### src/rtl/alu_exec_unit.sv
// ALU execution unit: decodes alu_op/funct3/funct7b5, executes one operation per request and
// holds the result until consumed. Shifts run iteratively, up to SHIFT_STEP bits per cycle.
module alu_exec_unit #(
  parameter int unsigned XLEN       = 32,
  parameter int unsigned SHIFT_STEP = 1
) (
  input  logic            clk,
  input  logic            reset,
  input  logic            in_valid,
  output logic            in_ready,
  input  logic [2:0]      alu_op,
  input  logic [2:0]      funct3,
  input  logic            funct7b5,
  input  logic [XLEN-1:0] op_a,
  input  logic [XLEN-1:0] op_b,
  output logic            out_valid,
  input  logic            out_ready,
  output logic [XLEN-1:0] result,
  output logic            zero,
  output logic [3:0]      alu_ctrl,
  output logic            illegal
);

  localparam int unsigned ShW  = $clog2(XLEN);
  localparam int unsigned CntW = ShW + 1;
  localparam logic [CntW-1:0] StepC = CntW'(SHIFT_STEP);

  localparam logic [3:0] CtrlAdd  = 4'b0010;
  localparam logic [3:0] CtrlSub  = 4'b0110;
  localparam logic [3:0] CtrlAnd  = 4'b0000;
  localparam logic [3:0] CtrlOr   = 4'b0001;
  localparam logic [3:0] CtrlXor  = 4'b0011;
  localparam logic [3:0] CtrlSlt  = 4'b0111;
  localparam logic [3:0] CtrlSltu = 4'b1011;
  localparam logic [3:0] CtrlSll  = 4'b1000;
  localparam logic [3:0] CtrlSrl  = 4'b1001;
  localparam logic [3:0] CtrlSra  = 4'b1010;

  typedef enum logic [1:0] {StIdle, StShift, StDone} state_e;

  state_e          state_q, state_d;
  logic [XLEN-1:0] result_q, result_d;
  logic [3:0]      ctrl_q, ctrl_d;
  logic            illegal_q, illegal_d;
  logic [CntW-1:0] rem_q, rem_d;

  logic [3:0]      dec_ctrl;
  logic            dec_illegal;
  logic            dec_shift;
  logic [CntW-1:0] shamt;
  logic [CntW-1:0] step;
  logic [XLEN-1:0] alu_out;
  logic [XLEN-1:0] shifted;

  always_comb begin
    dec_ctrl    = CtrlAnd;
    dec_illegal = 1'b0;
    case (alu_op)
      3'b000: dec_ctrl = CtrlAdd;
      3'b001: dec_ctrl = CtrlSub;
      3'b010, 3'b011: begin
        case (funct3)
          // funct7b5 selects sub only for register-register ops
          3'b000:  dec_ctrl = (funct7b5 && (alu_op == 3'b010)) ? CtrlSub : CtrlAdd;
          3'b001:  dec_ctrl = CtrlSll;
          3'b010:  dec_ctrl = CtrlSlt;
          3'b011:  dec_ctrl = CtrlSltu;
          3'b100:  dec_ctrl = CtrlXor;
          3'b101:  dec_ctrl = funct7b5 ? CtrlSra : CtrlSrl;
          3'b110:  dec_ctrl = CtrlOr;
          default: dec_ctrl = CtrlAnd;
        endcase
      end
      default: dec_illegal = 1'b1;
    endcase
  end

  assign dec_shift = (dec_ctrl == CtrlSll) || (dec_ctrl == CtrlSrl) || (dec_ctrl == CtrlSra);
  assign shamt     = {1'b0, op_b[ShW-1:0]};

  always_comb begin
    alu_out = op_a & op_b;
    case (dec_ctrl)
      CtrlAdd:  alu_out = op_a + op_b;
      CtrlSub:  alu_out = op_a - op_b;
      CtrlOr:   alu_out = op_a | op_b;
      CtrlXor:  alu_out = op_a ^ op_b;
      CtrlSlt:  alu_out = {{(XLEN-1){1'b0}}, $signed(op_a) < $signed(op_b)};
      CtrlSltu: alu_out = {{(XLEN-1){1'b0}}, op_a < op_b};
      // Shifts start from op_a and are stepped in StShift
      CtrlSll, CtrlSrl, CtrlSra: alu_out = op_a;
      default:  alu_out = op_a & op_b;
    endcase
  end

  assign step = (rem_q < StepC) ? rem_q : StepC;

  always_comb begin
    shifted = result_q;
    case (ctrl_q)
      CtrlSll: shifted = result_q << step;
      CtrlSrl: shifted = result_q >> step;
      default: shifted = $unsigned($signed(result_q) >>> step);
    endcase
  end

  always_comb begin
    state_d   = state_q;
    result_d  = result_q;
    ctrl_d    = ctrl_q;
    illegal_d = illegal_q;
    rem_d     = rem_q;
    case (state_q)
      StIdle: begin
        if (in_valid) begin
          ctrl_d    = dec_ctrl;
          illegal_d = dec_illegal;
          result_d  = alu_out;
          if (dec_shift && (shamt != '0)) begin
            rem_d   = shamt;
            state_d = StShift;
          end else begin
            state_d = StDone;
          end
        end
      end
      StShift: begin
        result_d = shifted;
        rem_d    = rem_q - step;
        if (rem_q == step) state_d = StDone;
      end
      StDone: begin
        if (out_ready) state_d = StIdle;
      end
      default: state_d = StIdle;
    endcase
  end

  always_ff @(posedge clk) begin
    if (reset) begin
      state_q   <= StIdle;
      result_q  <= '0;
      ctrl_q    <= CtrlAnd;
      illegal_q <= 1'b0;
      rem_q     <= '0;
    end else begin
      state_q   <= state_d;
      result_q  <= result_d;
      ctrl_q    <= ctrl_d;
      illegal_q <= illegal_d;
      rem_q     <= rem_d;
    end
  end

  assign in_ready  = (state_q == StIdle);
  assign out_valid = (state_q == StDone);
  assign result    = result_q;
  assign zero      = (result_q == '0);
  assign alu_ctrl  = ctrl_q;
  assign illegal   = illegal_q;

endmodule

### config.mk
export PLATFORM = sky130hd
export DESIGN_NAME = alu_exec_unit
export DESIGN_NICKNAME = d
export VERILOG_FILES = /design/src/rtl/alu_exec_unit.sv
export SDC_FILE = /design/constraint.sdc
export NUM_CORES = 1
export LEC_CHECK = 0
export BUFFER_PORTS_ARGS = -buffer_cell sky130_fd_sc_hd__buf_2
export CORE_ASPECT_RATIO = 2
export CORE_UTILIZATION = 35
export CTS_CLUSTER_SIZE = 12
export DETAILED_ROUTE_END_ITERATION = 7
export PLACE_DENSITY = 0.6
export SLEW_MARGIN = 40
export SYNTH_ARGS = -nofsm -noshare
export SYNTH_HDL_FRONTEND = slang
export SYNTH_SLANG_ARGS = --single-unit
### constraint.sdc
create_clock -name clk -period 3 [get_ports clk]
set_input_delay 0.15 -clock clk [delete_from_list [all_inputs] [get_ports clk]]
set_output_delay 0.15 -clock clk [all_outputs]
set_load 0.05 [all_outputs]
Word-level counts from Yosys, hierarchy flattened
Cells that the tools add are included.
{ "classes": {"add_sub_neg": 3, "magnitude_cmp": 3, "eq_ne": 27, "shifts": 3, "n_mux": 18, "bitwise": 3, "n_reduce_logical": 17} }
{ "ops": {"columns": ["operator", "n"], "rows": [
  ["32-bit case mux with 7 select lines", 1],
  ["32-bit case mux with 2 select lines", 2],
  ["32-bit < comparator", 2],
  ["32-bit adder", 1],
  ["32-bit bitwise AND", 1],
  ["32-bit logical NOT", 1],
  ["32-bit 2-to-1 mux", 1],
  ["32-bit OR", 1],
  ["32-bit by 6-bit left shift with 32-bit output", 1],
  ["32-bit by 6-bit right shift with 32-bit output", 1],
  ["32-bit by 6-bit >>> shifter with 32-bit output", 1],
  ["32-bit subtractor", 1],
  ["32-bit XOR", 1],
  ["4-bit case mux with 7 select lines", 1],
  ["4-bit equality test, second input constant", 6],
  ["6-bit 2-to-1 mux", 3],
  ["3-bit by 2-bit equality test with 1-bit output, second input constant", 4],
  ["4-bit case mux with 3 select lines", 1],
  ["6-bit case mux with 2 select lines", 1],
  ["2-bit 2-to-1 mux", 5],
  ["3-bit equality test, second input constant", 3],
  ["4-bit by 2-bit equality test with 1-bit output, second input constant", 2],
  ["4-bit by 3-bit equality test with 1-bit output, second input constant", 2],
  ["3-bit by 1-bit equality test with 1-bit output, second input constant", 2],
  ["other kinds (22)", 29]
]} }
{ "totals": {"reg_bits": 45, "in_bits": 75, "output_inout_bits": 40, "word_cells": 79} }

Logic depth before layout (Yosys ltp)
Gate-level depths: netlist (run 1).
{ "depth": {"word_depth": 12, "ltp_mapped": 13, "ltp_nobuf": 13} }

Worst setup path after synthesis (run 1)
No wires, ideal clock.
{ "synth_path": {"path_kind": "input-to-reg", "from": "in op_a[0]", "to": "reg result_q[30], in the netlist result[30]", "setup_ns": 0.126, "arrival_time_ns": 2.498, "required_ns": 2.874, "setup_slack_ns": 0.376, "path_stages": 13, "n_path_buf": 0, "cell_sequence": "inv_1 ha_1 inv_1 fa_1 nor2b_1 o311ai_1 nand3_1 a211oi_2 o21ai_1 a311oi_1 o31ai_1 mux2i_1 o211ai_1"} }
{ "synth_between": {"elab_chain_len": 4, "elab_cells_between_ends": 5, "classes_between": "add/sub (2); mux (3)"} }
{ "synth_lines": {"columns": ["item", "line", "rtl"], "rows": [
  ["start, declared", "14", "input logic [XLEN-1:0] op_a,"],
  ["32-bit subtractor / 32-bit adder (equally long branches)", "85, 84", null],
  ["32-bit case mux with 7 select lines (*)", "83", "case (dec_ctrl)"],
  ["32-bit 2-to-1 mux (*)", "115", "if (in_valid) begin"],
  ["32-bit case mux with 2 select lines (*)", "113", "case (state_q)"],
  ["end signal, assigned", "148", "result_q <= result_d;"],
  ["end, declared", "42", "logic [XLEN-1:0] result_q, result_d;"]
]} }
Mark *: on every way between the ends. The rest lies on a longest branch, timed or not. The select of a mux whose other input is x is not followed.
A chain may end at the register's enable or synchronous reset.

Worst setup path after layout (run 1)
{ "layout_path": {"from": "in op_a[0]", "to": "reg result_q[16], in the netlist result[16]"} }
The elaborated chain is that of the path after synthesis.

==> results of run 1 <==
## logic make-up after synthesis
| kind of cell | Yosys count | share of synthesized area, % |
|---|---|---|
| compound gates | 429 | 36.7 |
| xor+xnor | 26 | 2.88 |
| fa+ha+maj | 100 | 16.0 |
| buf+inv | 177 | 8.90 |
| flops | 45 | 11.4 |
| mux | 12 | 1.52 |
| simple gates | 388 | 22.6 |
## critical path: cells and delay by family
family,cells,cell delay (ns)
AO/OA/AOI/OAI,5,1.35
XOR/XNOR,1,0.09
adder cells (fa/ha/maj),2,0.54
buffers and inverters,4,0.44
AND/OR/NAND/NOR,3,0.39
## power by group through the flow
stage | registers (mW) | logic, mW | clock network, mW
2_1_floorplan | 0.855 | 1.04 | 0
3_3_place_gp | 0.738 | 1.77 | 0
3_5_place_dp | 0.739 | 1.78 | 0
4_1_cts | 0.725 | 1.79 | 0.595
5_1_grt | 0.734 | 1.97 | 0.608
6_report | 0.725 | 1.82 | 0.592
## cell usage after synthesis (17+ instances only)
library cell / count / area (um^2)
nor3_1: 25 / 125
nand3_1: 37 / 185
a222oi_1: 17 / 170
o21ai_0: 66 / 330
a31oi_1: 28 / 175
nor2_1: 127 / 477
clkbuf_1: 57 / 214
xnor2_1: 23 / 201
nand2_1: 122 / 458
dfxtp_1: 45 / 901
a21oi_1: 140 / 701
inv_1: 95 / 357
o211ai_1: 19 / 143
ha_1: 98 / 1230
## placed cells by master (no fill, tap or decap), drive strengths merged, types with 6 or more instances in the layout
master and instances:
a221oi 14, xnor2 23, nand3 37, inv 96, a222oi 17, o31ai 12
nor2b 11, nand2 122, a211oi 10, mux2i 12, o221ai 9, a221o 12
nand2b 8, a311oi 8, a21o 13, a211o 9, nor2 129, dfxtp 45
o211ai 22, a21oi 141, a31oi 28, ha 98, nor3 25, buf 208
o22ai 14, nor4 17, o21ai 69, nor3b 6, o21bai 11
## path summary, 6_finish.rpt
path	endpoint	slack (ns)	depth (start not counted)
hold / removal	illegal	0.14	3
hold reg to reg	illegal	0.45	2
setup reg to reg	result[30]	0.58	9
setup / recovery	result[16]	0.22	15
## stage by stage
| step | setup WS, ns | instance area [um^2] | hold slack, ns | setup TNS, ns | std cells |
|---|---|---|---|---|---|
| after floorplan | 0.376 | 7900 | 0.286 | 0 | 1177 |
| after CTS | 0.194 | 9360 | 0.135 | 0 | 1590 |
| after global placement | -0.00696 | 9220 | 0.444 | -0.00990 | 1582 |
| after detailed placement | -0.115 | 9220 | 0.445 | -0.270 | 1582 |
| final | 0.215 | 9380 | 0.136 | 0 | 1592 |
| after global routing | 0.0162 | 9380 | 0.152 | 0 | 1592 |
## state kept, by name (all words and copies together), names as in the netlist
signal and cells:
state_q 2, alu_ctrl 4, rem_q 6, result 32, illegal 1
## per-layer routing
metal | part of all wire (%) | up-vias | GRT usage, % | routed length, um
li1 | - | 4564 | - | -
met1 | 37 | 4568 | 31.3 | 12000
met2 | 51 | 444 | 49.8 | 16700
met3 | 6.3 | 118 | 2.67 | 2050
met4 | 5.3 | 0 | 16.3 | 1740
met5 | 0 | - | 0 | 0
## layout make-up
type	instances	area [um^2]	share of cell area (%)
Clock inverter	3	21.3	0.227
Sequential cell	45	901	9.60
Inverter	98	368	3.92
Antenna cell	2	5.00	0.0533
Tap cell	276	345	3.68
Clock buffer	5	125	1.33
Multi-Input combinational cell	955	6330	67.4
Timing Repair Buffer	208	1290	13.7
==> flow_summary.html, run 1 <==
<table>
<tr><th>Metric</th><th>Value</th></tr>
<tr><th colspan="2">Status</th></tr>
<tr><td>Run status</td><td>completed</td></tr>
<tr><th colspan="2">Synth</th></tr>
<tr><td>Commonest register cell after synthesis</td><td>dfxtp_1</td></tr>
<tr><td>Synthesized area per cell</td><td>6.71 um^2</td></tr>
<tr><td>Syn Inst Count</td><td>1177</td></tr>
<tr><td>Post-synth net total</td><td>1352</td></tr>
<tr><td>Count of synthesis-stage warnings from yosys</td><td>0</td></tr>
<tr><td>Cell area after synthesis</td><td>7900 um^2</td></tr>
<tr><td>EDFF count, synth</td><td>0</td></tr>
<tr><td>Post-synth cell types</td><td>82</td></tr>
<tr><td>Post-synthesis sequential area ratio</td><td>11.4%</td></tr>
<tr><td>Seq cells post-synth</td><td>45</td></tr>
<tr><td>Proportion of synthesized flip-flops having asynchronous set or reset</td><td>0%</td></tr>
<tr><th colspan="2">Setup path</th></tr>
<tr><td>Setup crit start kind</td><td>input port</td></tr>
<tr><td>Critical path type</td><td>input port to flip-flop</td></tr>
<tr><td>Critical-path cell with the highest stage delay</td><td>a222oi_1</td></tr>
<tr><td>CP startpoint</td><td>op_a[0]</td></tr>
<tr><td>Cell chain of the critical path</td><td>buf_2 -&gt; inv_1 -&gt; ha_1 -&gt; inv_1 -&gt; fa_1 -&gt; nor2b_1 -&gt; o311ai_2 -&gt; nand3_1 -&gt; a211oi_4 -&gt; buf_4 -&gt; nor2_1 -&gt; a31oi_1 -&gt; xor2_1 -&gt; a222oi_1 -&gt; a31oi_1</td></tr>
<tr><td>Crit path arrival time</td><td>2.97 ns</td></tr>
<tr><td>CP peak stage delay</td><td>0.42 ns</td></tr>
<tr><td>Endpoint kind of the worst setup timing path</td><td>flip-flop</td></tr>
<tr><td>Critical path fanouts, max</td><td>3</td></tr>
<tr><td>Crit Reg-Reg Startpoint</td><td>rem_q[2]</td></tr>
<tr><td>Required time of the worst setup path</td><td>3.19 ns</td></tr>
<tr><th colspan="2">Timing</th></tr>
<tr><td>Slew Viols, Final</td><td>0</td></tr>
<tr><td>Time the final worst path needs with I/O delays and setup</td><td>2.78 ns</td></tr>
<tr><td>Max Freq</td><td>0.359 GHz</td></tr>
<tr><td>Tightest Pin Transition</td><td>0.727 ns</td></tr>
<tr><td>Worst clock skew on the final layout</td><td>0.00953 ns</td></tr>
<tr><td>Number of failing setup endpoints in the final timing report</td><td>0</td></tr>
<tr><td>RSZ-0062 raised after global routing</td><td>false</td></tr>
<tr><td>Final Hold Viols</td><td>0</td></tr>
<tr><td>Share of the clock period used by the worst path after layout</td><td>92.8%</td></tr>
<tr><td>Worst slew margin relative to its limit</td><td>50.9%</td></tr>
<tr><th colspan="2">Clock tree</th></tr>
<tr><td>CTS tree</td><td>yes</td></tr>
<tr><td>Post-CTS repair timing setup buffer count</td><td>0</td></tr>
<tr><td>Clock net sink count</td><td>45</td></tr>
<tr><td>Source-to-sink clock delay at the later pin of the worst-skew pair</td><td>0.31 ns</td></tr>
<tr><td>Maximum buffer depth of the clock tree</td><td>2</td></tr>
<tr><td>Post-cts hold buffer count</td><td>0</td></tr>
<tr><td>Clock buffer count from CTS</td><td>5</td></tr>
<tr><td>Clock tree root buffer cell</td><td>clkbuf_16</td></tr>
<tr><td>Cells resized by post-CTS repair</td><td>0</td></tr>
<tr><td>H-Tree Depth</td><td>2</td></tr>
<tr><td>Clock-pin slew on the worst setup and hold paths</td><td>0.07 ns</td></tr>
<tr><th colspan="2">Floorplan</th></tr>
<tr><td>Area of the core region</td><td>22200 um^2</td></tr>
<tr><td>Initial Utilization</td><td>35.6%</td></tr>
<tr><td>Horizontal die dimension</td><td>108 um</td></tr>
<tr><td># rows</td><td>77</td></tr>
<tr><td>Y dimension of the die</td><td>214 um</td></tr>
<tr><td>I/O pin cnt</td><td>115</td></tr>
<tr><td>Total die area</td><td>23200 um^2</td></tr>
<tr><th colspan="2">Placement</th></tr>
<tr><td>Half-perimeter wire length of the detailed placement result</td><td>25900 um</td></tr>
<tr><td>Port buffer count</td><td>114</td></tr>
<tr><td>RD Place Congestion</td><td>0.968</td></tr>
<tr><th colspan="2">Power</th></tr>
<tr><td>Fraction of power consumed by the clock network</td><td>18.9%</td></tr>
<tr><td>Power dissipated by switching net loads</td><td>1.52 mW</td></tr>
<tr><td>Peak VDD IR</td><td>0.336 mV</td></tr>
<tr><td>Gate power share</td><td>58.0%</td></tr>
<tr><td>Total power</td><td>3.13 mW</td></tr>
<tr><td>Pwr per Cell Area</td><td>334 nW/um^2</td></tr>
<tr><td>Power Internal</td><td>1.62 mW</td></tr>
<tr><td>Switching Fraction</td><td>48.4%</td></tr>
<tr><td>Fraction of power consumed by sequential logic</td><td>23.1%</td></tr>
<tr><td>Leakage power</td><td>4.14 nW</td></tr>
<tr><th colspan="2">GRT</th></tr>
<tr><td>Via count of the first global-routing pass</td><td>9260</td></tr>
<tr><td>Pin count of the biggest net entering global routing</td><td>59</td></tr>
<tr><td>GRT overflow</td><td>0</td></tr>
<tr><td>Wire length of the first global-routing pass</td><td>50500 um</td></tr>
<tr><td>Aggregate global-route resource usage</td><td>27.9%</td></tr>
<tr><td>Initial antenna violation count</td><td>2</td></tr>
<tr><th colspan="2">Worst hold path</th></tr>
<tr><td>Hold path start</td><td>alu_op[2]</td></tr>
<tr><td>Hold crit path type</td><td>input port to flip-flop</td></tr>
<tr><th colspan="2">Route</th></tr>
<tr><td>Number of remaining DRC errors</td><td>0</td></tr>
<tr><td>Post-route antenna net violation count</td><td>0</td></tr>
<tr><td>Routed WL</td><td>32500 um</td></tr>
<tr><td>1st-pass router iterations</td><td>6</td></tr>
<tr><td>Via density</td><td>6.09</td></tr>
<tr><td>Via Count</td><td>9694</td></tr>
<tr><td>Post-DR wirelength/cell</td><td>20.4 um</td></tr>
<tr><td>DRC marker count from the first detailed-route iteration</td><td>848</td></tr>
<tr><th colspan="2">Job</th></tr>
<tr><td>Number of max-capacitance violations reported</td><td>0</td></tr>
<tr><th colspan="2">Final layout</th></tr>
<tr><td>Share of the core filled with cells</td><td>42.3%</td></tr>
<tr><td>Synth-to-layout area growth</td><td>18.8%</td></tr>
<tr><td>Fraction of layout instances using a drive strength above 1</td><td>18.6%</td></tr>
<tr><td>Number of fillers in the final layout</td><td>2401</td></tr>
<tr><td>Fin nets</td><td>1488</td></tr>
</table>
No activity file was read; power rests on OpenSTA's default activity.
==> run 2, diff against run 1 <==
--- a/config.mk
+++ b/config.mk
@@ -5,12 +5,14 @@
 export SDC_FILE = /design/constraint.sdc
 export NUM_CORES = 1
 export LEC_CHECK = 0
+export ABC_AREA = 1
 export BUFFER_PORTS_ARGS = -buffer_cell sky130_fd_sc_hd__buf_2
 export CORE_ASPECT_RATIO = 2
 export CORE_UTILIZATION = 35
 export CTS_CLUSTER_SIZE = 12
 export DETAILED_ROUTE_END_ITERATION = 7
-export PLACE_DENSITY = 0.6
+export PLACE_DENSITY = 0.59
+export SETUP_SLACK_MARGIN = 0.5
 export SLEW_MARGIN = 40
 export SYNTH_ARGS = -nofsm -noshare
 export SYNTH_HDL_FRONTEND = slang
==> run 2 against run 1 <==
  * Clock skew fell by 0.0020 ns
  * Highest routed layer unchanged
  * Critical endpoint is now result[31]
  * Flip-flop and latch count is the same
  * Synthesized cell count up 59%
  * Cell count increased by 46%
  * Die area rose by 25%
  * Largest cell class unchanged
  * Via count rose by 29%
  * Clock power hardly changed
  * Clock-buffer cell count unchanged
  * Maximum frequency grew 16%
==> flow_summary.html, run 2 <==
<table>
<tr><th>Metric</th><th>Value</th></tr>
<tr><th colspan="2">Status</th></tr>
<tr><td>Run status</td><td>completed (unchanged)</td></tr>
<tr><th colspan="2">Timing</th></tr>
<tr><td>Tightest Pin Transition</td><td>0.700 ns (was 0.727 ns)</td></tr>
<tr><td>Max Freq</td><td>0.416 GHz (was 0.359 GHz)</td></tr>
<tr><td>Final Hold Viols</td><td>0 (unchanged)</td></tr>
<tr><td>Final setup TNS</td><td>0 ns (unchanged)</td></tr>
<tr><td>Number of failing setup endpoints in the final timing report</td><td>0 (unchanged)</td></tr>
<tr><td>Slew Viols, Final</td><td>0 (unchanged)</td></tr>
<tr><td>Worst slew margin relative to its limit</td><td>53.2% (was 50.9%)</td></tr>
<tr><td>Share of the clock period used by the worst path after layout</td><td>80.1% (was 92.8%)</td></tr>
<tr><td>Worst clock skew on the final layout</td><td>0.00750 ns (was 0.00953 ns)</td></tr>
<tr><td>RSZ-0062 raised after global routing</td><td>false (unchanged)</td></tr>
<tr><td>Time the final worst path needs with I/O delays and setup</td><td>2.40 ns (was 2.78 ns)</td></tr>
<tr><th colspan="2">Synth</th></tr>
<tr><td>Synthesized-area fraction occupied by xor and xnor cells</td><td>0.355% (was 2.88%)</td></tr>
<tr><td>Main combinational cell family by area after synthesis</td><td>simple AND/OR/NAND/NOR gates (was compound AO/OA/AOI/OAI gates)</td></tr>
<tr><td>Seq cells post-synth</td><td>45 (unchanged)</td></tr>
<tr><td>Count of synthesis-stage warnings from yosys</td><td>0 (unchanged)</td></tr>
<tr><td>Cell area after synthesis</td><td>9870 um^2 (was 7900 um^2)</td></tr>
<tr><td>Post-synth net total</td><td>2044 (was 1352)</td></tr>
<tr><td>Post-synth cell types</td><td>51 (was 82)</td></tr>
<tr><td>Commonest register cell after synthesis</td><td>dfxtp_1 (unchanged)</td></tr>
<tr><td>Proportion of synthesized flip-flops having asynchronous set or reset</td><td>0% (unchanged)</td></tr>
<tr><td>EDFF count, synth</td><td>0 (unchanged)</td></tr>
<tr><td>Most area-consuming cells after synthesis</td><td>nand2_1, inv_1, ha_1 (was ha_1, dfxtp_1, a21oi_1)</td></tr>
<tr><td>Most area-hungry cell type in the Yosys netlist</td><td>nand2_1 (was ha_1)</td></tr>
<tr><td>Fraction of the mapped netlist area in simple logic gates</td><td>41.5% (was 22.6%)</td></tr>
<tr><td>Most common cell in the synthesized netlist</td><td>nand2_1 (was a21oi_1)</td></tr>
<tr><td>Post-synthesis sequential area ratio</td><td>9.13% (was 11.4%)</td></tr>
<tr><td>Post-synthesis share of cell area spent on full adders, half adders and majority gates</td><td>12.8% (was 16.0%)</td></tr>
<tr><td>Share of synthesized area spent on multiplexers</td><td>0% (was 1.52%)</td></tr>
<tr><td>Synthesized area per cell</td><td>5.28 um^2 (was 6.71 um^2)</td></tr>
<tr><td>Syn Inst Count</td><td>1869 (was 1177)</td></tr>
<tr><td>Share of the synthesized area in compound gates (AO/OA/AOI/OAI)</td><td>18.3% (was 36.7%)</td></tr>
<tr><td>Post-synth top cells</td><td>nand2_1, inv_1, nor2_1 (was a21oi_1, nor2_1, nand2_1)</td></tr>
<tr><td>Area fraction of the dominant cell type after synthesis</td><td>20.3% (was 15.5%)</td></tr>
<tr><th colspan="2">Job</th></tr>
<tr><td>Number of max-capacitance violations reported</td><td>0 (unchanged)</td></tr>
<tr><th colspan="2">GRT</th></tr>
<tr><td>Via count of the first global-routing pass</td><td>12.1k (was 9260)</td></tr>
<tr><td>Wire length of the first global-routing pass</td><td>72300 um (was 50500 um)</td></tr>
<tr><td>GRT overflow</td><td>0 (unchanged)</td></tr>
<tr><td>Aggregate global-route resource usage</td><td>34.7% (was 27.9%)</td></tr>
<tr><td>Pin count of the biggest net entering global routing</td><td>64 (was 59)</td></tr>
<tr><td>Initial antenna violation count</td><td>0 (was 2)</td></tr>
<tr><th colspan="2">Route</th></tr>
<tr><td>Via Count</td><td>12.5k (was 9694)</td></tr>
<tr><td>Post-DR wirelength/cell</td><td>21.7 um (was 20.4 um)</td></tr>
<tr><td>Number of remaining DRC errors</td><td>0 (unchanged)</td></tr>
<tr><td>Via density</td><td>5.37 (was 6.09)</td></tr>
<tr><td>1st-pass router iterations</td><td>5 (was 6)</td></tr>
<tr><td>Routed WL</td><td>50400 um (was 32500 um)</td></tr>
<tr><td>Post-route antenna net violation count</td><td>0 (unchanged)</td></tr>
<tr><td>DRC marker count from the first detailed-route iteration</td><td>791 (was 848)</td></tr>
<tr><th colspan="2">Power</th></tr>
<tr><td>Fraction of power consumed by sequential logic</td><td>20.1% (was 23.1%)</td></tr>
<tr><td>Leakage power</td><td>6.33 nW (was 4.14 nW)</td></tr>
<tr><td>Pwr per Cell Area</td><td>340 nW/um^2 (was 334 nW/um^2)</td></tr>
<tr><td>Switching Fraction</td><td>56.2% (was 48.4%)</td></tr>
<tr><td>Power Internal</td><td>1.65 mW (was 1.62 mW)</td></tr>
<tr><td>Peak VDD IR</td><td>0.277 mV (was 0.336 mV)</td></tr>
<tr><td>Power dissipated by switching net loads</td><td>2.12 mW (was 1.52 mW)</td></tr>
<tr><td>Gate power share</td><td>64.2% (was 58.0%)</td></tr>
<tr><td>Fraction of power consumed by the clock network</td><td>15.7% (was 18.9%)</td></tr>
<tr><td>Total power</td><td>3.78 mW (was 3.13 mW)</td></tr>
<tr><th colspan="2">Placement</th></tr>
<tr><td>Half-perimeter wire length of the detailed placement result</td><td>42500 um (was 25900 um)</td></tr>
<tr><td>Placed Instance Area</td><td>10900 um^2 (was 9220 um^2)</td></tr>
<tr><td>Port buffer count</td><td>114 (unchanged)</td></tr>
<tr><td>DP Cell Count</td><td>2318 (was 1582)</td></tr>
<tr><td>RD Place Congestion</td><td>1.06 (was 0.968)</td></tr>
<tr><th colspan="2">Setup path</th></tr>
<tr><td>Critical path type</td><td>input port to flip-flop (unchanged)</td></tr>
<tr><td>Setup crit start kind</td><td>input port (unchanged)</td></tr>
<tr><td>Endpoint kind of the worst setup timing path</td><td>flip-flop (unchanged)</td></tr>
<tr><td>Worst-case reg-to-reg path depth</td><td>7 (was 9)</td></tr>
<tr><td>Critical path fanouts, max</td><td>8 (was 3)</td></tr>
<tr><td>CP startpoint</td><td>op_a[26] (was op_a[0])</td></tr>
<tr><td>Required time of the worst setup path</td><td>3.18 ns (was 3.19 ns)</td></tr>
<tr><td>Reg2Reg Capture Point</td><td>result[18] (was result[30])</td></tr>
<tr><td>Setup slack of the most critical reg-to-reg path</td><td>0.96 ns (was 0.58 ns)</td></tr>
<tr><td>Crit path arrival time</td><td>2.58 ns (was 2.97 ns)</td></tr>
<tr><td>Crit Reg-Reg Startpoint</td><td>rem_q[1] (was rem_q[2])</td></tr>
<tr><th colspan="2">Floorplan</th></tr>
<tr><td># rows</td><td>86 (was 77)</td></tr>
<tr><td>Total die area</td><td>28900 um^2 (was 23200 um^2)</td></tr>
<tr><td>Area of the core region</td><td>27700 um^2 (was 22200 um^2)</td></tr>
<tr><td>Initial Utilization</td><td>35.7% (was 35.6%)</td></tr>
<tr><td>Y dimension of the die</td><td>240 um (was 214 um)</td></tr>
<tr><td>Horizontal die dimension</td><td>121 um (was 108 um)</td></tr>
<tr><td>I/O pin cnt</td><td>115 (unchanged)</td></tr>
<tr><th colspan="2">Clock tree</th></tr>
<tr><td>Clock tree root buffer cell</td><td>clkbuf_16 (unchanged)</td></tr>
<tr><td>Clock-pin slew on the worst setup and hold paths</td><td>0.07 ns (about the same)</td></tr>
<tr><td>Source-to-sink clock delay at the later pin of the worst-skew pair</td><td>0.29 ns (was 0.31 ns)</td></tr>
<tr><td>CTS tree</td><td>yes (unchanged)</td></tr>
<tr><td>Clock buffer count from CTS</td><td>5 (unchanged)</td></tr>
<tr><td>Post-cts hold buffer count</td><td>0 (unchanged)</td></tr>
<tr><td>Clock net sink count</td><td>45 (unchanged)</td></tr>
<tr><td>H-Tree Depth</td><td>2 (unchanged)</td></tr>
<tr><td>Maximum buffer depth of the clock tree</td><td>2 (unchanged)</td></tr>
<tr><th colspan="2">Worst hold path</th></tr>
<tr><td>Worst hold endpoint</td><td>rem_q[3] (was illegal)</td></tr>
<tr><td>Hold crit path type</td><td>input port to flip-flop (unchanged)</td></tr>
<tr><td>Hold path start</td><td>reset (was alu_op[2])</td></tr>
<tr><td>Instance count along the most critical hold path</td><td>2 (was 3)</td></tr>
<tr><th colspan="2">Final layout</th></tr>
<tr><td>Fin nets</td><td>2148 (was 1488)</td></tr>
<tr><td>Commonest non-fill, non-tap cells in the layout</td><td>nand2_1, inv_1, nor2_1 (was a21oi_1, nor2_1, nand2_1)</td></tr>
<tr><td>Post-route insts no fill</td><td>2326 (was 1592)</td></tr>
<tr><td>Post-layout instance area</td><td>11100 um^2 (was 9380 um^2)</td></tr>
<tr><td>Fraction of layout instances using a drive strength above 1</td><td>11.0% (was 18.6%)</td></tr>
<tr><td>Share of the core filled with cells</td><td>40.1% (was 42.3%)</td></tr>
<tr><td>Count of antenna diodes in the layout</td><td>0 (was 2)</td></tr>
<tr><td>Flip-flop count of the largest register, all copies and words added</td><td>32 (unchanged)</td></tr>
<tr><td>Synth-to-layout area growth</td><td>12.4% (was 18.8%)</td></tr>
<tr><td>Most common cell after layout, fill and taps aside</td><td>nand2_1 (was a21oi_1)</td></tr>
</table>
run 2: cell count changes after synthesis, sizes merged, moves of 25 or more:
cell | previous run | this run
nand2 | 122 | 543
inv | 95 | 372
nand3 | 37 | 148
nor2 | 129 | 205
o21ai | 69 | 134
clkbuf | 58 | 16
a21oi | 141 | 107
buf | 21 | 49
a31oi | 28 | 3
nand4 | 4 | 29
run 2: worst max-delay path: stages:
cell	delay (ns)
buf_2	0.11
inv_1	0.06
ha_1	0.57
inv_1	0.25
a21oi_1	0.23
nand2_1	0.13
nand2_1	0.08
nand2_1	0.05
a21oi_1	0.39
nand3_1	0.14
nand3_1	0.11
nand3_1	0.06
nand2_1	0.17
a21oi_1	0.09
run 2: stage by stage:
step	hold WS, ns	setup slack, ns
after floorplan	0.220	0.750
after global placement	0.447	0.144
after detailed placement	0.453	0.229
after CTS	0.146	0.522
after global routing	0.153	0.499
final	0.139	0.597
run 2: worst max path at each step:
stage / endpoint / slack, ns
after global routing: result[12] / 0.50
after global placement: result[20] / 0.14
after floorplan: result[29] / 0.75
after detailed placement: result[20] / 0.23
after CTS: result[20] / 0.52
final: result[31] / 0.60
run 2: cell families after synthesis:
logic type / Yosys count
compound gates: 314
xor+xnor: 4
fa+ha+maj: 100
buf+inv: 438
flops: 45
simple gates: 968
run 2: timing repair:
item                                   CTS  global route
setup buffers                            0             0
setup endpoints to repair                0             9
endpoints found under the hold margin    0             0
gates resized for setup                  0            11
run 2: final cells by class:
cell class	count	area (um^2)
clock inverters	3	28.8
multi-input cells	1386	7240
inverters	373	1400
repair buffers	162	956
flip-flops and latches	45	901
well taps	352	440
fillers	3233	16600
clock buffers	5	125
run 2: power groups by stage:
stage	clock network [mW]	logic (mW)	registers, mW
after CTS	0.598	2.38	0.755
final	0.594	2.42	0.757
after global routing	0.614	2.62	0.767
after detailed placement	0	2.37	0.768
after floorplan	0	1.32	0.940
after global placement	0	2.36	0.767
run 2: routing by layer:
| metal | part of all wire [%] | GRT usage (%) |
|---|---|---|
| met4 | 14 | 39.3 |
| met5 | 0 | 0 |
| met2 | 51 | 65.1 |
| met1 | 32 | 30.1 |
| met3 | 3.2 | 2.31 |
==> run 3, diff against run 2 <==
--- a/config.mk
+++ b/config.mk
@@ -11,7 +11,7 @@
 export CORE_UTILIZATION = 35
 export CTS_CLUSTER_SIZE = 12
 export DETAILED_ROUTE_END_ITERATION = 7
-export PLACE_DENSITY = 0.59
+export PLACE_DENSITY = 0.61
 export SETUP_SLACK_MARGIN = 0.5
 export SLEW_MARGIN = 40
 export SYNTH_ARGS = -nofsm -noshare
==> constraint.sdc (replaced) <==
create_clock -name clk -period 1.9 [get_ports clk]
set_input_delay 0.095 -clock clk [delete_from_list [all_inputs] [get_ports clk]]
set_output_delay 0.095 -clock clk [all_outputs]
set_load 0.05 [all_outputs]
==> run 3 against run 2 <==
  * Critical path depth stayed put
  * Total power is 130% higher
  * The run now ends with design-rule violations left
  * Global-route usage is 4.5 points higher
==> flow_summary.html, run 3 (synthesized netlist as in run 2, its figures left out) <==
<table>
<tr><th>Metric</th><th>Value</th></tr>
<tr><th colspan="2">GRT</th></tr>
<tr><td>Wire length of the first global-routing pass</td><td>83700 um (was 72300 um)</td></tr>
<tr><td>Initial antenna violation count</td><td>0 (unchanged)</td></tr>
<tr><td>Aggregate global-route resource usage</td><td>39.2% (was 34.7%)</td></tr>
<tr><td>Pin count of the biggest net entering global routing</td><td>41 (was 64)</td></tr>
<tr><td>GRT overflow</td><td>0 (unchanged)</td></tr>
<tr><td>Via count of the first global-routing pass</td><td>14.9k (was 12.1k)</td></tr>
<tr><th colspan="2">Final layout</th></tr>
<tr><td>Share of the core filled with cells</td><td>63.5% (was 40.1%)</td></tr>
<tr><td>Synth-to-layout area growth</td><td>78.0% (was 12.4%)</td></tr>
<tr><td>Fraction of layout instances using a drive strength above 1</td><td>47.9% (was 11.0%)</td></tr>
<tr><td>Most common cell after layout, fill and taps aside</td><td>buf_4 (was nand2_1)</td></tr>
<tr><td>Fin nets</td><td>2560 (was 2148)</td></tr>
<tr><td>Post-layout instance area</td><td>17600 um^2 (was 11100 um^2)</td></tr>
<tr><td>Commonest non-fill, non-tap cells in the layout</td><td>buf_4, nand2_1, inv_1 (was nand2_1, inv_1, nor2_1)</td></tr>
<tr><td>Flip-flop count of the largest register, all copies and words added</td><td>32 (unchanged)</td></tr>
<tr><td>Count of antenna diodes in the layout</td><td>0 (unchanged)</td></tr>
<tr><td>Number of fillers in the final layout</td><td>2547 (was 3233)</td></tr>
<tr><th colspan="2">Timing</th></tr>
<tr><td>Time the final worst path needs with I/O delays and setup</td><td>1.81 ns</td></tr>
<tr><td>Final Hold Viols</td><td>0 (unchanged)</td></tr>
<tr><td>Worst slew margin relative to its limit</td><td>52.7% (was 53.2%)</td></tr>
<tr><td>RSZ-0062 raised after global routing</td><td>true (was false)</td></tr>
<tr><td>Final setup TNS</td><td>0 ns (unchanged)</td></tr>
<tr><td>Slew Viols, Final</td><td>0 (unchanged)</td></tr>
<tr><td>Worst clock skew on the final layout</td><td>0.0126 ns (was 0.00750 ns)</td></tr>
<tr><td>Share of the clock period used by the worst path after layout</td><td>95.2%</td></tr>
<tr><td>Number of failing setup endpoints in the final timing report</td><td>0 (unchanged)</td></tr>
<tr><td>Tightest Pin Transition</td><td>0.706 ns (was 0.700 ns)</td></tr>
<tr><td>Max Freq</td><td>0.553 GHz</td></tr>
<tr><th colspan="2">Setup path</th></tr>
<tr><td>CP peak stage delay</td><td>0.57 ns (about the same)</td></tr>
<tr><td>Crit-path most repeated cell</td><td>buf_12 (was nand2_1)</td></tr>
<tr><td>Cell chain of the critical path</td><td>buf_6 -&gt; inv_2 -&gt; nor2_4 -&gt; nand3_4 -&gt; buf_12 -&gt; nor2_4 -&gt; nand2_4 -&gt; buf_12 -&gt; buf_12 -&gt; o211ai_1 -&gt; nor2_1 -&gt; nand2_2 -&gt; a21oi_2 -&gt; nor2_1 (was buf_2 -&gt; inv_1 -&gt; ha_1 -&gt; inv_1 -&gt; a21oi_1 -&gt; nand2_1 -&gt; nand2_1 -&gt; nand2_1 -&gt; a21oi_1 -&gt; nand3_1 -&gt; nand3_1 -&gt; nand3_1 -&gt; nand2_1 -&gt; a21oi_1)</td></tr>
<tr><td>Endpoint kind of the worst setup timing path</td><td>flip-flop (unchanged)</td></tr>
<tr><td>Critical path type</td><td>input port to flip-flop (unchanged)</td></tr>
<tr><td>Buffers plus inverters on the worst setup path</td><td>5 (was 3)</td></tr>
<tr><td>Gate family responsible for the most delay along the worst path</td><td>simple AND/OR/NAND/NOR gates (unchanged)</td></tr>
<tr><td>Required time of the worst setup path</td><td>2.14 ns (was 3.18 ns)</td></tr>
<tr><td>Critical-path cell with the highest stage delay</td><td>o211ai_1 (was ha_1)</td></tr>
<tr><td>Setup crit start kind</td><td>input port (unchanged)</td></tr>
<tr><td>Crit path arrival time</td><td>2.05 ns (was 2.58 ns)</td></tr>
<tr><td>Critical path fanouts, max</td><td>7 (was 8)</td></tr>
<tr><th colspan="2">Placement</th></tr>
<tr><td>Port buffer count</td><td>114 (unchanged)</td></tr>
<tr><td>Half-perimeter wire length of the detailed placement result</td><td>44000 um (was 42500 um)</td></tr>
<tr><td>Placed Instance Area</td><td>14200 um^2 (was 10900 um^2)</td></tr>
<tr><td>RD Place Congestion</td><td>1.06 (about the same)</td></tr>
<tr><th colspan="2">Status</th></tr>
<tr><td>Run status</td><td>complete, but fails checks (was completed)</td></tr>
<tr><td>Failing checks</td><td>design-rule violations</td></tr>
<tr><th colspan="2">Clock tree</th></tr>
<tr><td>Clock net sink count</td><td>45 (unchanged)</td></tr>
<tr><td>Maximum buffer depth of the clock tree</td><td>2 (unchanged)</td></tr>
<tr><td>Clock-pin slew on the worst setup and hold paths</td><td>0.07 ns (about the same)</td></tr>
<tr><td>Clock buffer count from CTS</td><td>5 (unchanged)</td></tr>
<tr><td>CTS tree</td><td>yes (unchanged)</td></tr>
<tr><td>H-Tree Depth</td><td>2 (unchanged)</td></tr>
<tr><td>Clock tree root buffer cell</td><td>clkbuf_16 (unchanged)</td></tr>
<tr><td>Source-to-sink clock delay at the later pin of the worst-skew pair</td><td>0.31 ns (was 0.29 ns)</td></tr>
<tr><td>Post-cts hold buffer count</td><td>0 (unchanged)</td></tr>
<tr><th colspan="2">Power</th></tr>
<tr><td>Leakage power</td><td>9.01 nW (was 6.33 nW)</td></tr>
<tr><td>Peak VDD IR</td><td>0.350 mV (was 0.277 mV)</td></tr>
<tr><td>Pwr per Cell Area</td><td>491 nW/um^2 (was 340 nW/um^2)</td></tr>
<tr><td>Total power</td><td>8.63 mW (was 3.78 mW)</td></tr>
<tr><th colspan="2">Route</th></tr>
<tr><td>DRC marker count from the first detailed-route iteration</td><td>1050 (was 791)</td></tr>
<tr><td>Via Count</td><td>15.0k (was 12.5k)</td></tr>
<tr><td>Routed WL</td><td>58200 um (was 50400 um)</td></tr>
<tr><td>Number of remaining DRC errors</td><td>1 (was 0)</td></tr>
<tr><td>Post-DR wirelength/cell</td><td>21.3 um (was 21.7 um)</td></tr>
<tr><td>1st-pass router iterations</td><td>8 (was 5)</td></tr>
<tr><td>Post-route antenna net violation count</td><td>0 (unchanged)</td></tr>
<tr><td>Via density</td><td>5.47 (was 5.37)</td></tr>
<tr><th colspan="2">Floorplan</th></tr>
<tr><td># rows</td><td>86 (unchanged)</td></tr>
<tr><td>I/O pin cnt</td><td>115 (unchanged)</td></tr>
<tr><td>Y dimension of the die</td><td>240 um (unchanged)</td></tr>
<tr><td>Initial Utilization</td><td>35.7% (unchanged)</td></tr>
<tr><td>Horizontal die dimension</td><td>121 um (unchanged)</td></tr>
<tr><td>Area of the core region</td><td>27700 um^2 (unchanged)</td></tr>
<tr><td>Total die area</td><td>28900 um^2 (unchanged)</td></tr>
<tr><th colspan="2">Job</th></tr>
<tr><td>Number of max-capacitance violations reported</td><td>0 (unchanged)</td></tr>
<tr><th colspan="2">Worst hold path</th></tr>
<tr><td>Hold crit path type</td><td>input port to flip-flop (unchanged)</td></tr>
</table>
## run 3: changes by cell type in the layout (fill, tap and decap cells not counted), moves of 46 or more
| cell | change |
|---|---|
| inv_1 | -94 |
| nand2_2 | +105 |
| nand2_1 | -154 |
| a21oi_1 | -47 |
| buf_4 | +344 |
| buf_6 | +59 |
| nor2_1 | -68 |
| inv_2 | +67 |
| ha_1 | -46 |
## run 3: worst paths after layout
path	startpoint	end	slack, ns	cells after the start
setup / recovery	alu_op[1]	result[10]	0.09	14
hold / removal	reset	rem_q[3]	0.05	2
setup reg to reg	rem_q[2]	rem_q[4]	0.10	12
hold reg to reg	rem_q[5]	rem_q[5]	0.49	2
## run 3: where the power goes
part	leakage, nW	internal, mW	switching [mW]	total (mW)
sequential	0.380	1.05	0.165	1.22
combinational	8.56	2.66	3.80	6.46
clock	0.0702	0.493	0.459	0.952
## run 3: per-stage QoR
step | cells | hold slack [ns] | worst slack (ns)
2_1_floorplan | 1869 | 0.165 | 0.275
3_3_place_gp | 2617 | 0.366 | -0.517
3_5_place_dp | 2617 | 0.373 | -0.521
4_1_cts | 2701 | 0.0572 | 0.168
5_1_grt | 2738 | 0.0664 | 0.0241
6_report | 2738 | 0.0549 | 0.0908
## run 3: worst register-to-register path: cells and delay by family (launching register included)
family | cells | cell delay, ns
AOI/OAI and AO/OA | 5 | 0.44
adders and majority gates | 1 | 0.13
buffers and inverters | 1 | 0.17
DFF | 1 | 0.36
and+or+nand+nor | 5 | 0.59
## run 3: routing by layer
layer  GRT usage [%]  share of wire (%)
met1            34.2                 30
met5               0                  0
met2            70.5                 49
met4            44.6                 14
met3            6.33                6.2
## run 3: final cells by class
type                       instances  area, um^2  share of cell area (%)
multi-input combinational       1386        9640                    54.9
timing repair buffer             574        4890                    27.9
inverter                         373        1510                    8.59
sequential                        45         938                    5.34
tap                              352         440                    2.51
clock buffer                       5         125                   0.712
clock inverter                     3        21.3                   0.121
## run 3: timing repair
action / CTS / global route
setup endpoints to repair: 41 / 41
buffers inserted: 71 / 34
pin swaps: 171 / 158
gates resized for setup: 373 / 209
endpoints found under the hold margin: 0 / 0
cloned: 5 / 3
